$ cat config.mk
export PLATFORM = sky130hd
export DESIGN_NAME = lsu_ctrl
export DESIGN_NICKNAME = d
export VERILOG_FILES = /design/src/rtl/lsu_ctrl.sv
export SDC_FILE = /design/constraint.sdc
export NUM_CORES = 1
export LEC_CHECK = 0
export ABC_AREA = 1
export CAP_MARGIN = 10
export CORE_MARGIN = 4
export CORE_UTILIZATION = 31
export DETAILED_ROUTE_END_ITERATION = 12
export PLACE_DENSITY_LB_ADDON = 0.08
export SYNTH_ARGS = -nofsm -noshare
export SYNTH_HDL_FRONTEND = slang
export SYNTH_SLANG_ARGS = --single-unit
$ cat constraint.sdc
create_clock -name clk -period 2.7 [get_ports clk]
set_clock_uncertainty 0.05 [all_clocks]
set_input_delay 0.27 -clock clk [delete_from_list [all_inputs] [get_ports clk]]
set_output_delay 0.27 -clock clk [all_outputs]
set_load 0.01 [all_outputs]
$ cat src/rtl/lsu_ctrl.sv
// lsu_ctrl: load/store access controller with req/ack bus, lane steering and load extension.
// Optional bus-timeout abort enabled by defining LSU_TIMEOUT_EN.
module lsu_ctrl #(
    parameter int unsigned TIMEOUT_CYCLES = 255
) (
    input  logic        clk,
    input  logic        rst_n,
    input  logic        req_valid,
    input  logic        req_we,
    input  logic [1:0]  req_size,
    input  logic        req_signed,
    input  logic [31:0] addr,
    input  logic [31:0] wdata,
    output logic        stall,
    output logic        done,
    output logic        err,
    output logic        err_cause,
    output logic [31:0] load_data,
    output logic        bus_req,
    output logic        bus_we,
    output logic [31:0] bus_addr,
    output logic [3:0]  bus_be,
    output logic [31:0] bus_wdata,
    input  logic        bus_ack,
    input  logic [31:0] bus_rdata
);
    typedef enum logic [1:0] {IDLE, REQ, DONE, ERR} state_t;

    state_t      state_q, state_d;
    logic        bus_we_q, bus_we_d;
    logic [31:0] bus_addr_q, bus_addr_d;
    logic [3:0]  bus_be_q, bus_be_d;
    logic [31:0] bus_wdata_q, bus_wdata_d;
    logic [31:0] load_data_q, load_data_d;
    logic        err_cause_q, err_cause_d;
    logic [1:0]  size_q, size_d;
    logic [1:0]  off_q, off_d;
    logic        sgn_q, sgn_d;
    logic        misaligned;
    logic        timeout;
    logic [3:0]  be_in;
    logic [31:0] wd_in;
    logic [31:0] lane;
    logic [31:0] fmt;

`ifdef LSU_TIMEOUT_EN
    logic [9:0] cnt_q, cnt_d;

    assign cnt_d   = (state_q == REQ) ? cnt_q + 10'd1 : 10'd0;
    assign timeout = (cnt_d == 10'(TIMEOUT_CYCLES));

    always_ff @(posedge clk or negedge rst_n) begin
        if (!rst_n) cnt_q <= '0;
        else        cnt_q <= cnt_d;
    end
`else
    assign timeout = (TIMEOUT_CYCLES == 0) & 1'b0;
`endif

    // size 11 behaves as word everywhere via req_size[1]
    assign misaligned = (req_size == 2'b01 & addr[0]) | (req_size[1] & |addr[1:0]);
    assign be_in = (req_size == 2'b00) ? 4'b0001 << addr[1:0] :
                   (req_size == 2'b01) ? 4'b0011 << {addr[1], 1'b0} : 4'b1111;
    assign wd_in = (req_size == 2'b00) ? {4{wdata[7:0]}} :
                   (req_size == 2'b01) ? {2{wdata[15:0]}} : wdata;
    assign lane  = bus_rdata >> {off_q, 3'b000};
    assign fmt   = (size_q == 2'b00) ? {{24{sgn_q & lane[7]}}, lane[7:0]} :
                   (size_q == 2'b01) ? {{16{sgn_q & lane[15]}}, lane[15:0]} : bus_rdata;

    always_comb begin
        state_d     = state_q;
        bus_we_d    = bus_we_q;
        bus_addr_d  = bus_addr_q;
        bus_be_d    = bus_be_q;
        bus_wdata_d = bus_wdata_q;
        load_data_d = load_data_q;
        err_cause_d = err_cause_q;
        size_d      = size_q;
        off_d       = off_q;
        sgn_d       = sgn_q;
        case (state_q)
            IDLE: if (req_valid) begin
                if (misaligned) begin
                    state_d     = ERR;
                    err_cause_d = 1'b0;
                end else begin
                    state_d     = REQ;
                    bus_we_d    = req_we;
                    bus_addr_d  = {addr[31:2], 2'b00};
                    bus_be_d    = be_in;
                    bus_wdata_d = wd_in;
                    size_d      = req_size;
                    off_d       = addr[1:0];
                    sgn_d       = req_signed;
                end
            end
            REQ: if (bus_ack) begin
                state_d = DONE;
                if (!bus_we_q) load_data_d = fmt;
            end else if (timeout) begin
                state_d     = ERR;
                err_cause_d = 1'b1;
            end
            default: state_d = IDLE;
        endcase
    end

    always_ff @(posedge clk or negedge rst_n) begin
        if (!rst_n) begin
            state_q     <= IDLE;
            bus_we_q    <= 1'b0;
            bus_addr_q  <= '0;
            bus_be_q    <= '0;
            bus_wdata_q <= '0;
            load_data_q <= '0;
            err_cause_q <= 1'b0;
            size_q      <= '0;
            off_q       <= '0;
            sgn_q       <= 1'b0;
        end else begin
            state_q     <= state_d;
            bus_we_q    <= bus_we_d;
            bus_addr_q  <= bus_addr_d;
            bus_be_q    <= bus_be_d;
            bus_wdata_q <= bus_wdata_d;
            load_data_q <= load_data_d;
            err_cause_q <= err_cause_d;
            size_q      <= size_d;
            off_q       <= off_d;
            sgn_q       <= sgn_d;
        end
    end

    assign bus_req   = (state_q == REQ);
    assign stall     = (state_q == IDLE & req_valid) | bus_req;
    assign done      = (state_q == DONE);
    assign err       = (state_q == ERR);
    assign err_cause = err_cause_q;
    assign load_data = load_data_q;
    assign bus_we    = bus_we_q;
    assign bus_addr  = bus_addr_q;
    assign bus_be    = bus_be_q;
    assign bus_wdata = bus_wdata_q;
endmodule

==> metrics, run 1 <==
mean post-synth cell area=between 7 and 8 um^2; FP Rows=46; Starting Density=31.57%; DP Cell Count=1044; Clock Path Buffers=2; WP data required=2.38 ns; Finish-stage setup viols=0; Seq pwr share=between 30% and 40%; clock power share=a little under a fifth; largest net degree at the start of global routing=88; Pwr Total=8.391 mW; final core occ=48.01%; crit share post-route=75.54%; Residual DRC=0; commonest non-fill, non-tap cell in the layout=nand2_1; # fillers=about 1600; Logic pwr share=48.4%; Power Density=1100 nW/um^2; fmax=0.4903 GHz; status=finished clean; Ports=210; antenna cells=0; initial antenna violation count=0; nature of the critical path startpoint=flip-flop; WL/cell=around 15 um; CTS Buf Count=9; post-route ant nets=0; share of layout cells above drive strength 1=between 4 and 5%; Leak=3.521 nW; worst hold slack=0.2930 ns; global-route wire length before repair=25280 um; WL final=15940 um; Yosys warning total=0; minimum clock period=a little over 2 ns; grt ovf=0; clk root buf=clkbuf_16; # port buffers=206; clk sinks=~110; Total Neg Setup Slack=0 ns; Die ar.=18280 um^2; Final Non-Filler Cells=1061; Final Hold Fails=0; internal power=about 5.3 mW; synthesis-to-layout area growth=52.07%; Via density=4.645; Gate Count Post-Synth=roughly 650; RSZ-0062 raised after global routing=no; Peak VDD IR=0.4283 mV; Yosys reg bits=106; Post-Syn Area=around 5000 um^2; die height=between 100 and 150 um; NetSw=3.045 mW; DRT Pass-1 Iters=4; clock latency on the worst-skew pair=0.34 ns; WP data arrival=between 1.5 and 2 ns; H-Tree Depth=3; DR iter-0 viols=358; clock-pin slew on the worst setup and hold paths=0.07 ns; synth unique cells=28; Seq/Total Area, Yosys=52.89%; worst setup path class=flip-flop to primary output; CTS tree=built; total track usage=between 15 and 20%; Slew Viols, Final=0; die width=135.2 um; area occupied by multi-input gates=between 2000 and 2500 um^2; nets=944; Via Count=4928; vias in the first global route=~5000; CORE AREA=roughly 16000 um^2; register area=2653 um^2; Max Cap Viol=0; DPL Wire Length=between 10000 and 15000 um; most frequent cells in the layout=265 x nand2_1, 205 x clkdlybuf4s50_1, 106 x dfrtp_1, 88 x nor2_1, 40 x nand3_1; GPL Wtd Cong=0.8657; Hold Crit Class=primary input to asynchronous set/reset pin; Post-CTS Resized=0; Switching Fraction=36.29%; Max FO, Critical Path=5; CP Capture Type=primary output
power groups by stage:
stage	Sequential (mW)	Clock, mW	Combinational, mW
final	2.78	1.54	4.06
after floorplan	3.10	0	1.63
after global routing	2.90	1.66	4.48
after global placement	2.81	0	4.06
after CTS	2.80	1.60	4.13
after detailed placement	2.82	0	4.11
worst paths after layout:
path | from | endpoint | slack, ns | depth (start not counted)
max | state_q[0]$_DFFE_PN0P_ | stall | 0.66 | 3
min in group clk | addr[8] | bus_addr[8]$_DFFE_PN0P_ | 0.40 | 3
max reg2reg | state_q[1]$_DFFE_PN0P_ | load_data[27]$_DFFE_PN0P_ | 0.85 | 8
max in group asynchronous | rst_n | bus_addr[23]$_DFFE_PN0P_ | 1.62 | 3
min | rst_n | load_data[18]$_DFFE_PN0P_ | 0.29 | 2
min reg2reg | bus_addr[5]$_DFFE_PN0P_ | bus_addr[5]$_DFFE_PN0P_ | 0.42 | 2
through the flow:
step	instance area, um^2	setup slack (ns)
after floorplan	5022	1.333
after global placement	7263	0.5796
after detailed placement	7263	0.5229
after CTS	7626	0.6290
after global routing	7626	0.5719
final	7626	0.6604
worst max-delay path, stage by stage, from the launching register on:
cell	delay (ns)
dfrtp_1	0.42
nand3b_1	0.30
nand2_1	0.12
clkdlybuf4s50_1	0.54
kinds of logic after synthesis:
family / share of synthesized area, %
AOI/OAI and AO/OA: 8.832
DFF: 52.89
buffers and inverters: 5.514
and+or+nand+nor: 32.68
other: 0.07478
flip-flops by register name, indices dropped and copies added, names as in the netlist:
name / flops
bus_addr: 30
size_q: 2
state_q: 2
load_data: 32
sgn_q: 1
bus_wdata: 32
bus_we: 1
off_q: 2
bus_be: 4
cell usage after synthesis, drive strengths merged:
master / number / area share, %
nand2: 266 / 20
dfrtp: 106 / 53
nor2: 91 / 7.3
nand3: 42 / 4.5
o21ai: 42 / 4.2
buf: 30 / 3.6
inv: 17 / 1.3
a21oi: 13 / 1.4
o211ai: 10 / 1.5
a31oi: 8 / 1.0
clkbuf: 8 / 0.60
nand4: 4 / 0.50
o21a: 4 / 0.60
clkinv: 1 / 0.075
conb: 1 / 0.075
nand3b: 1 / 0.15
nor3b: 1 / 0.15
o2bb2ai: 1 / 0.17
or2: 1 / 0.12
timing repair:
action | 4_1_cts | 5_1_grt
buffers inserted | 0 | 0
hold buffers | 1 | 0
endpoints found under the hold margin | 17 | 0
endpoints found under the setup margin | 0 | 0
routing by layer:
layer | vias up | global-route usage [%] | part of all wire (%)
met5 | - | 0 | 0
met2 | 167 | 28.60 | 49
li1 | 2438 | - | -
met4 | 0 | 6.047 | 1.4
met1 | 2305 | 21.90 | 41
met3 | 18 | 5.609 | 9.0
layout make-up:
class,count,share of cell area [%]
multi-input combinational,487,27.45
clock inverter,5,1.444
inverter,18,0.8860
timing repair buffer,218,28.71
clock buffer,11,3.183
tap,216,3.544
sequential,106,34.78
No activity file was read; power rests on OpenSTA's default activity.
==> run 2, diff against run 1 <==
Clock period 2.7 ns to 1.69 ns, I/O delays scaled along.
==> run 2 against run 1 <==
Against the previous run:
- hold slack got worse by 0.091 ns
- via count increased by 2.2%
- sequential share of layout area decreased by 1.2 points
- count of clock-buffer cells in the layout decreased by 2
- worst setup slack got worse by 0.53 ns
- power increased by 60%
- cell count increased by 2.6%
- first-iteration DRC count decreased by 24%
- die area unchanged
- highest routed layer unchanged
- utilization increased by 1.7 points
- register-to-register slack got worse by 0.70 ns
- combinational power increased by 67%
==> metrics, run 2 (same netlist as run 1, synthesis figures left out) <==
status=finished clean (unchanged); initial antenna violation count=0 (unchanged); WP data required=1.88 ns (was 2.38 ns); # port buffers=206 (unchanged); GPL Wtd Cong=0.8840 (was 0.8657); Max FO, Critical Path=23 (was 5); Pwr Total=13.46 mW (was 8.391 mW); Clock Path Buffers=2 (unchanged); crit share post-route=92.29%; minimum clock period=1.560 ns; Total Neg Setup Slack=0 ns (unchanged); CP most frequent cell=buf_12; antenna cells=0 (unchanged); post-route ant nets=0 (unchanged); Area after DPL=7493 um^2 (was 7263 um^2); r2r startpoint=state_q[1]$_DFFE_PN0P_ (unchanged); Slew Viols, Final=0 (unchanged); Worst path slowest cell=clkdlybuf4s50_1 (unchanged); DRT Pass-1 Iters=5 (was 4); grt ovf=0 (unchanged); CORE AREA=15890 um^2 (unchanged); RSZ-0062 raised after global routing=no (unchanged); share of layout cells above drive strength 1=8.018% (was 4.852%); max incr delay on CP=0.57 ns (was 0.54 ns); PnR worst setup slack=0.1302 ns (was 0.6604 ns); clock-pin slew on the worst setup and hold paths=0.08 ns (was 0.07 ns); fmax=0.6411 GHz; Finish-stage setup viols=0 (unchanged); Final Hold Fails=0 (unchanged); Starting Density=31.57% (unchanged); CTS tree=built (unchanged); pre-CTS setup slack=-0.1180 ns (was 0.5229 ns); WL final=16210 um (was 15940 um); WL/cell=14.88 um (was 15.02 um); Peak VDD IR=0.7414 mV (was 0.4283 mV); Finished Cell Area=7889 um^2 (was 7626 um^2); nets=972 (was 944); synthesis-to-layout area growth=57.31% (was 52.07%); total track usage=17.40% (was 17.49%); Die ar.=18280 um^2 (unchanged); die width=135.2 um (unchanged); clock latency on the worst-skew pair=0.35 ns (was 0.34 ns); worst setup path class=primary input to flip-flop (was flip-flop to primary output); Residual DRC=0 (unchanged); clk root buf=clkbuf_16 (unchanged); DPL Wire Length=12320 um (was 12050 um); crit path cell chain=clkdlybuf4s50_1, nand2_1, a21oi_2, nor2_4, buf_12, buf_12, clkbuf_16, o21a_1 (was nand3b_1, nand2_1, clkdlybuf4s50_1); CP Capture Type=flip-flop (was primary output); Leak=3.694 nW (was 3.521 nW); H-Tree Depth=3 (unchanged); Via Count=5034 (was 4928); die height=135.2 um (unchanged); Setup crit start=req_size[1] (was state_q[0]$_DFFE_PN0P_); Max Cap Viol=0 (unchanged); Hold Crit Class=primary input to asynchronous set/reset pin (unchanged); largest net degree at the start of global routing=58 (was 88); CTS Buf Count=9 (unchanged); clk sinks=106 (unchanged); nature of the critical path startpoint=primary input (was flip-flop); commonest non-fill, non-tap cell in the layout=nand2_1 (unchanged); global-route wire length before repair=25510 um (was 25280 um); DR iter-0 viols=273 (was 358); FP Rows=46 (unchanged); vias in the first global route=5023 (was 4904); WP data arrival=1.75 ns (was 1.72 ns); most frequent cells in the layout=265 x nand2_1, 201 x clkdlybuf4s50_1, 106 x dfrtp_1, 88 x nor2_1, 40 x nand3_1 (was 265 x nand2_1, 205 x clkdlybuf4s50_1, 106 x dfrtp_1, 88 x nor2_1, 40 x nand3_1); Power Density=1707 nW/um^2 (was 1100 nW/um^2); Ports=210 (unchanged); Via density=4.623 (was 4.645)
==> run 2: routing by layer <==
layer,routed length (um),share of wire (%),GRT usage [%],up-vias
met3,1298,8.0,5.201,15
met2,7940,49,29.34,171
li1,-,-,-,2483
met4,197,1.2,4.983,0
met5,0,0,0,-
met1,6768,42,21.70,2365
==> run 2: worst max-delay path, delay by kind of cell <==
family	cells	cell delay (ns)
and+or+nand+nor	2	0.17
AOI/OAI and AO/OA	2	0.39
buffers and inverters	4	1.01
==> run 2: final timing paths <==
check | cells after the start | to | slack (ns)
max reg2reg | 9 | bus_wdata[16]$_DFFE_PN0P_ | 0.15
min in group clk | 3 | bus_addr[7]$_DFFE_PN0P_ | 0.31
max | 8 | bus_wdata[30]$_DFFE_PN0P_ | 0.13
max in group asynchronous | 3 | bus_addr[23]$_DFFE_PN0P_ | 0.71
min reg2reg | 2 | bus_wdata[6]$_DFFE_PN0P_ | 0.42
min | 2 | load_data[29]$_DFFE_PN0P_ | 0.20
==> run 2: cell type report <==
class | instances | area (um^2)
multi-input cells | 487 | 2093
repair buffers | 246 | 2491
clock buffers | 9 | 225.2
flip-flops and latches | 106 | 2653
clock inverters | 7 | 88.84
inverters | 18 | 67.56
well taps | 216 | 270.3
fillers | 1561 | 7996
==> run 2: metrics by stage <==
| stage | hold slack (ns) | util [%] | cells |
|---|---|---|---|
| global route | 0.2356 | 49.66 | 1089 |
| CTS | 0.1967 | 49.24 | 1086 |
| detailed placement | 0.03653 | 47.17 | 1068 |
| global placement | 0.03337 | 47.17 | 1068 |
| finish | 0.2022 | 49.66 | 1089 |
| floorplan | -0.1766 | - | 649 |
==> run 2: repair_timing <==
item,4_1_cts,5_1_grt
endpoints found under the hold margin,20,0
resized for setup,3,1
endpoints found under the setup margin,3,45
hold buffers,1,0
gates cloned,0,1
buffers inserted,1,2
pin swaps,1,1
==> run 2: where the power goes <==
part	leakage (nW)	internal, mW	switching, mW
Combinational	2.27	3.53	3.25
Clock	0.149	1.18	1.02
Sequential	1.28	3.76	0.712
Total	3.69	8.47	4.99
==> run 3, diff against run 2 <==
Settings changed: CAP_MARGIN 10 to unset.
==> results of run 3 <==
Same layout as run 2: the final DEF is identical, and so are final timing and power.
